### config.mk
export PLATFORM = sky130hd
export DESIGN_NAME = fu_complete_buffer
export DESIGN_NICKNAME = d
export VERILOG_FILES = /design/src/rtl/fu_complete_buffer_pkg.sv /design/src/rtl/fu_slot_reg.sv /design/src/rtl/fu_complete_buffer.sv
export SDC_FILE = /design/constraint.sdc
export NUM_CORES = 2
export LEC_CHECK = 0
export ABC_AREA = 1
export CORE_AREA = 2 2 335 337
export DETAILED_ROUTE_END_ITERATION = 7
export DIE_AREA = 0 0 337 339
export PLACE_DENSITY = 0.57
export SETUP_SLACK_MARGIN = 0.3
export SLEW_MARGIN = 30
export SYNTH_ARGS = -nofsm -noshare
export SYNTH_HDL_FRONTEND = slang
export SYNTH_SLANG_ARGS = --single-unit
### constraint.sdc
create_clock -name clock -period 25.6 [get_ports clock]
set_input_delay 3.84 -clock clock [delete_from_list [all_inputs] [get_ports clock]]
set_output_delay 3.84 -clock clock [all_outputs]
set_load 0.05 [all_outputs]
### src/rtl/fu_complete_buffer_pkg.sv
// Shared FU->complete interface types and widths, common to this buffer and the complete stage.
`ifndef PR
`define PR 6
`endif
`ifndef ROB
`define ROB 5
`endif
`ifndef XLEN
`define XLEN 32
`endif

package fu_complete_buffer_pkg;
  localparam int NUM_FU  = 8;
  localparam int NUM_CDB = 3;
  localparam int HOLD_W  = 8;

  typedef struct packed {
    logic [`PR-1:0]   dest_pr;
    logic [`XLEN-1:0] dest_value;
    logic [`ROB-1:0]  rob_entry;
    logic             if_take_branch;
    logic [`XLEN-1:0] target_pc;
  } FU_COMPLETE_PACKET;

  typedef logic [NUM_FU-1:0] FU_STATE_PACKET;

  typedef enum logic {
    SLOT_EMPTY = 1'b0,
    SLOT_FULL  = 1'b1
  } slot_state_e;
endpackage

### src/rtl/fu_slot_reg.sv
// One FU result holding register: capture when ready, release on accept, hold on stall, drop on squash.
// Hold-run counter exists only when FU_CBUF_PERF_EN is defined.
module fu_slot_reg
  import fu_complete_buffer_pkg::*;
(
  input  logic              clock,
  input  logic              reset,
  input  logic              squash_i,
  input  logic              in_valid_i,
  input  FU_COMPLETE_PACKET in_pkt_i,
  input  logic              stall_i,
  output logic              valid_o,
  output FU_COMPLETE_PACKET pkt_o,
  output logic              ready_o
`ifdef FU_CBUF_PERF_EN
  ,
  output logic [HOLD_W-1:0] hold_next_o
`endif
);
  slot_state_e       state_q, state_d;
  FU_COMPLETE_PACKET pkt_q, pkt_d;
  logic              accept, capture;

  always_ff @(posedge clock or posedge reset) begin
    if (reset) begin
      state_q <= SLOT_EMPTY;
      pkt_q   <= '0;
    end else begin
      state_q <= state_d;
      pkt_q   <= pkt_d;
    end
  end

  always_comb begin
    state_d = state_q;
    pkt_d   = pkt_q;
    ready_o = (state_q == SLOT_EMPTY) || !stall_i;
    accept  = (state_q == SLOT_FULL) && !stall_i;
    capture = in_valid_i && ready_o;
    if (squash_i) begin
      state_d = SLOT_EMPTY;
    end else if (capture) begin
      state_d = SLOT_FULL;
      pkt_d   = in_pkt_i;
    end else if (accept) begin
      state_d = SLOT_EMPTY;
    end
  end

  assign valid_o = (state_q == SLOT_FULL);
  assign pkt_o   = pkt_q;

`ifdef FU_CBUF_PERF_EN
  logic [HOLD_W-1:0] hold_q, hold_d;

  always_ff @(posedge clock or posedge reset) begin
    if (reset) hold_q <= '0;
    else       hold_q <= hold_d;
  end

  always_comb begin
    hold_d = hold_q;
    if (squash_i || accept)
      hold_d = '0;
    else if (valid_o && stall_i && (hold_q != {HOLD_W{1'b1}}))
      hold_d = hold_q + HOLD_W'(1);
  end

  assign hold_next_o = hold_d;
`endif

  // A result offered while not ready must be dropped: the held packet stays put.
  a_ignore_when_not_ready : assert property (@(posedge clock) disable iff (reset)
    (in_valid_i && !ready_o && !squash_i) |=> (valid_o && pkt_q == $past(pkt_q)));
endmodule

### src/rtl/fu_complete_buffer.sv
// FU->complete transmitter: per-FU holding slots plus highest-index-first packing into NUM_CDB slots.
// Optional counters stall_cycles/max_hold are enabled by FU_CBUF_PERF_EN.
module fu_complete_buffer
  import fu_complete_buffer_pkg::*;
(
  input  logic                             clock,
  input  logic                             reset,
  input  logic                             squash,
  input  FU_STATE_PACKET                   fu_out_valid,
  input  FU_COMPLETE_PACKET [NUM_FU-1:0]   fu_out,
  output FU_STATE_PACKET                   fu_ready,
  output FU_STATE_PACKET                   fu_finish,
  output FU_COMPLETE_PACKET [NUM_CDB-1:0]  fu_c_in,
  input  FU_STATE_PACKET                   fu_c_stall
`ifdef FU_CBUF_PERF_EN
  ,
  output logic [31:0]                      stall_cycles,
  output logic [HOLD_W-1:0]                max_hold
`endif
);
  localparam int CW = $clog2(NUM_CDB + 1);

  FU_COMPLETE_PACKET slot_pkt [NUM_FU];
`ifdef FU_CBUF_PERF_EN
  logic [HOLD_W-1:0] hold_next [NUM_FU];
`endif

  for (genvar gi = 0; gi < NUM_FU; gi++) begin : g_slot
    fu_slot_reg u_slot (
      .clock       (clock),
      .reset       (reset),
      .squash_i    (squash),
      .in_valid_i  (fu_out_valid[gi]),
      .in_pkt_i    (fu_out[gi]),
      .stall_i     (fu_c_stall[gi]),
      .valid_o     (fu_finish[gi]),
      .pkt_o       (slot_pkt[gi]),
      .ready_o     (fu_ready[gi])
`ifdef FU_CBUF_PERF_EN
      ,
      .hold_next_o (hold_next[gi])
`endif
    );
  end

  // Top slot gets the highest-index valid FU, matching the complete stage's own selection order.
  logic [CW-1:0] used;
  always_comb begin
    fu_c_in = '0;
    used    = '0;
    for (int i = NUM_FU - 1; i >= 0; i--) begin
      if (fu_finish[i] && (used < CW'(NUM_CDB))) begin
        fu_c_in[CW'(NUM_CDB - 1) - used] = slot_pkt[i];
        used = used + CW'(1);
      end
    end
  end

`ifdef FU_CBUF_PERF_EN
  logic [31:0]       stall_cycles_q, stall_cycles_d;
  logic [HOLD_W-1:0] max_hold_q, max_hold_d;

  always_ff @(posedge clock or posedge reset) begin
    if (reset) begin
      stall_cycles_q <= '0;
      max_hold_q     <= '0;
    end else begin
      stall_cycles_q <= stall_cycles_d;
      max_hold_q     <= max_hold_d;
    end
  end

  always_comb begin
    stall_cycles_d = stall_cycles_q + {31'd0, |(fu_c_stall & fu_finish)};
    max_hold_d     = max_hold_q;
    for (int i = 0; i < NUM_FU; i++)
      if (hold_next[i] > max_hold_d) max_hold_d = hold_next[i];
  end

  assign stall_cycles = stall_cycles_q;
  assign max_hold     = max_hold_q;
`endif
endmodule

==> results.cfg <==
[outcome]
status = complete, no violations

[sta]
slew_headroom_pct = 29.7
fin_tns_setup_ns = 0
tightest_slew_ns = 1.05
report.final.slew_viol_count = 0
fmax_mhz = 64.1
fin_crit_ns = 15.60
final_hold_viol_count = 0
period_share_pct = 61.0
rsz0062_at_grt = false
clock_skew_ns = 0.0267
setup_viol = 0

[worst_setup_path]
slowest_stage = nand3_2
r2r_setup_slack_ns = 22.47
ff2ff_path_depth = 5
worstReg2RegEnd = g_slot[2].u_slot.pkt_o[60]$_DFFE_PP0P_
end_kind = output pin
start_kind = flop
critPathArrivalTime_ns = 11.76
cp.depth = 33
worstSetupPathType = reg -> out
cp.buffers_inverters = 10
cp_slowest_stage_delay_ns = 0.94
cpMostUsedCell = nand2_1
required_ns = 21.76
cp-startpoint = g_slot[7].u_slot.valid_o$_DFFE_PP0P_
r2r_start = g_slot[2].u_slot.valid_o$_DFFE_PP0P_
path_max_fanout = 82
worst_path_dominant_cell_family = simple AND/OR/NAND/NOR gates

[finish]
fin_util_pct = 47.1
nFillCells = 11300
final_area_um2 = 52000
area_growth_syn_to_layout_pct = 30.0
nNetsFinal = 6800
drive_gt1_share_pct = 7.77

[clock_tree]
cts_sinks = 616
cts-resized-gates = 0
cts_setup_buffers = 0
cts-root-buf = clkbuf_16
clockBufferDepth = 3
numCtsBuffers = 79
hold_buffers = 0
clk_pin_slew_ns = 0.06
cts_htree_levels = 3
clk_latency_ns = 0.68
cts_tree = built

[synth]
ys_ff_latch = 616
synth_edf_count = 0
syn_nets = 6324
seq_area_frac_synth_pct = 38.5
syn_area_um2 = 40000
yosysWarnings = 0
yosys.cell_types.count = 29
synth_cells = 5682
synth_area_per_cell_um2 = 7.04
synthFlopType = dfrtp_1
synthArstFlopShare_pct = 100

[hold_path]
hold-path-cell-count = 1
min_from = g_slot[7].u_slot.pkt_o[31]$_DFFE_PP0P_
hp-class = reg -> reg
whs_endpoint = g_slot[7].u_slot.pkt_o[31]$_DFFE_PP0P_

[placement]
io_buffers = 870
postPlaceCellArea_um2 = 49000
hpwl_mm = 160
gp_congestion = 0.973

[drt]
vias_per_cell = 5.71
drc = 0
antenna_left = 0
wl_per_cell_um = 28.1
wirelength_mm = 218
drtIter0Drc = 4475
dr_total_vias = 44300
drtPass1Iterations = 6

[die]
fp.dieH_um = 339
initial_core_util_pct = 36.3
die-area_um2 = 114000
rows = 122
die_w_um = 337
io_pins = 871
core-area_um2 = 110000

[run]
cap_violations = 0

[pwr]
p_total_w = 0.00467
leakagePower_nw = 24.1
p_per_area_nw_per_um2 = 89.7
ir_drop_uv = 68.3

[global_routing]
track_usage_pct = 36.9
overflow = 0
grt_first_pass_wirelength_mm = 306
grt_max_degree = 153
grt_pass1_vias = 43900
antenna_found_initial = 69
[stage by stage]
| step | hold WS [ns] | setup WS, ns | std cells |
|---|---|---|---|
| 6_report | 0.506 | 10.0 | 7757 |
| 2_1_floorplan | 0.479 | 4.51 | 5682 |
| 4_1_cts | 0.506 | 9.89 | 7703 |
| 3_3_place_gp | 0.487 | 10.81 | 7561 |
| 3_5_place_dp | 0.493 | 10.61 | 7561 |
| 5_1_grt | 0.511 | 9.11 | 7741 |
[report_power, final]
group          internal [W]  switching (W)  leakage (nW)  total, W
logic              0.000623        0.00154          15.8   0.00217
registers           0.00113       0.000148          6.91   0.00128
clock network      0.000739       0.000485          1.35   0.00122
total               0.00249        0.00218          24.1   0.00467
[kinds of logic (layout without fill, tap and decap cells)]
logic type | after synthesis | in the layout | share of synthesized area [%]
simple gates | 3036 | 3036 | 33.8
buf+inv | 942 | 1479 | 9.42
compound gates | 837 | 837 | 11.2
flops | 616 | 616 | 38.5
mux | 236 | 236 | 6.64
fa+ha+maj | 15 | 15 | 0.469
other cells | 0 | 50 | 0
[state kept, by name, summed over array words and instances (netlist names)]
signal / count
g_slot.u_slot.pkt_o: 608
g_slot.u_slot.valid_o: 8
[Yosys cell counts, types with 15 or more instances]
library cell | count | area share [%]
dfrtp_1 | 616 | 39
o21ai_0 | 125 | 1.6
ha_1 | 15 | 0.47
o21ai_1 | 36 | 0.45
buf_1 | 77 | 0.72
a21oi_1 | 523 | 6.5
inv_1 | 399 | 3.7
buf_2 | 67 | 0.84
o211ai_1 | 77 | 1.4
nand4_1 | 455 | 7.1
nand3_1 | 704 | 8.8
mux2_2 | 236 | 6.6
nor2_1 | 451 | 4.2
clkbuf_1 | 356 | 3.3
buf_4 | 32 | 0.60
a31oi_1 | 75 | 1.2
nand2_1 | 1407 | 13
[worst max path at each step]
stage / end / slack, ns
global placement: fu_c_in[95] / 10.81
floorplan: g_slot[0].u_slot.pkt_o[0]$_DFFE_PP0P_ / 4.51
CTS: fu_c_in[91] / 9.89
detailed placement: fu_c_in[91] / 10.61
global route: fu_c_in[96] / 9.11
finish: fu_c_in[91] / 10.0
[layout make-up]
cell class / count / area (um2) / area share, %
Antenna cell: 50 / 125 / 0.241
Clock buffer: 111 / 2270 / 4.36
Clock inverter: 31 / 489 / 0.941
Inverter: 406 / 1530 / 2.94
Multi-Input combinational cell: 4124 / 21000 / 40.5
Sequential cell: 616 / 15400 / 29.7
Tap cell: 1488 / 1860 / 3.58
Timing Repair Buffer: 931 / 9270 / 17.8
[worst reg2reg max path: stages (launching register included)]
cell	delay [ns]
dfrtp_1	0.53
nand2_1	0.44
nand3_4	0.81
buf_4	0.75
nor2_1	0.39
a21oi_1	0.07
[layer usage]
layer	up-vias	GRT usage, %	wire length [um]
met5	-	0	178
met4	26	24.7	16500
met3	571	6.25	14600
met2	2071	65.2	110000
met1	21400	40.4	77100
li1	20200	-	-
[cells in the final DEF, fill, tap and decap left out, types with 75 or more instances in the layout]
master,count
a21oi_1,523
a31oi_1,75
clkbuf_16,81
clkdlybuf4s50_1,870
dfrtp_1,613
inv_1,391
mux2_2,236
nand2_1,1397
nand3_1,694
nand4_1,455
nor2_1,448
o211ai_1,77
o21ai_0,125
No activity file was read; power rests on OpenSTA's default activity.
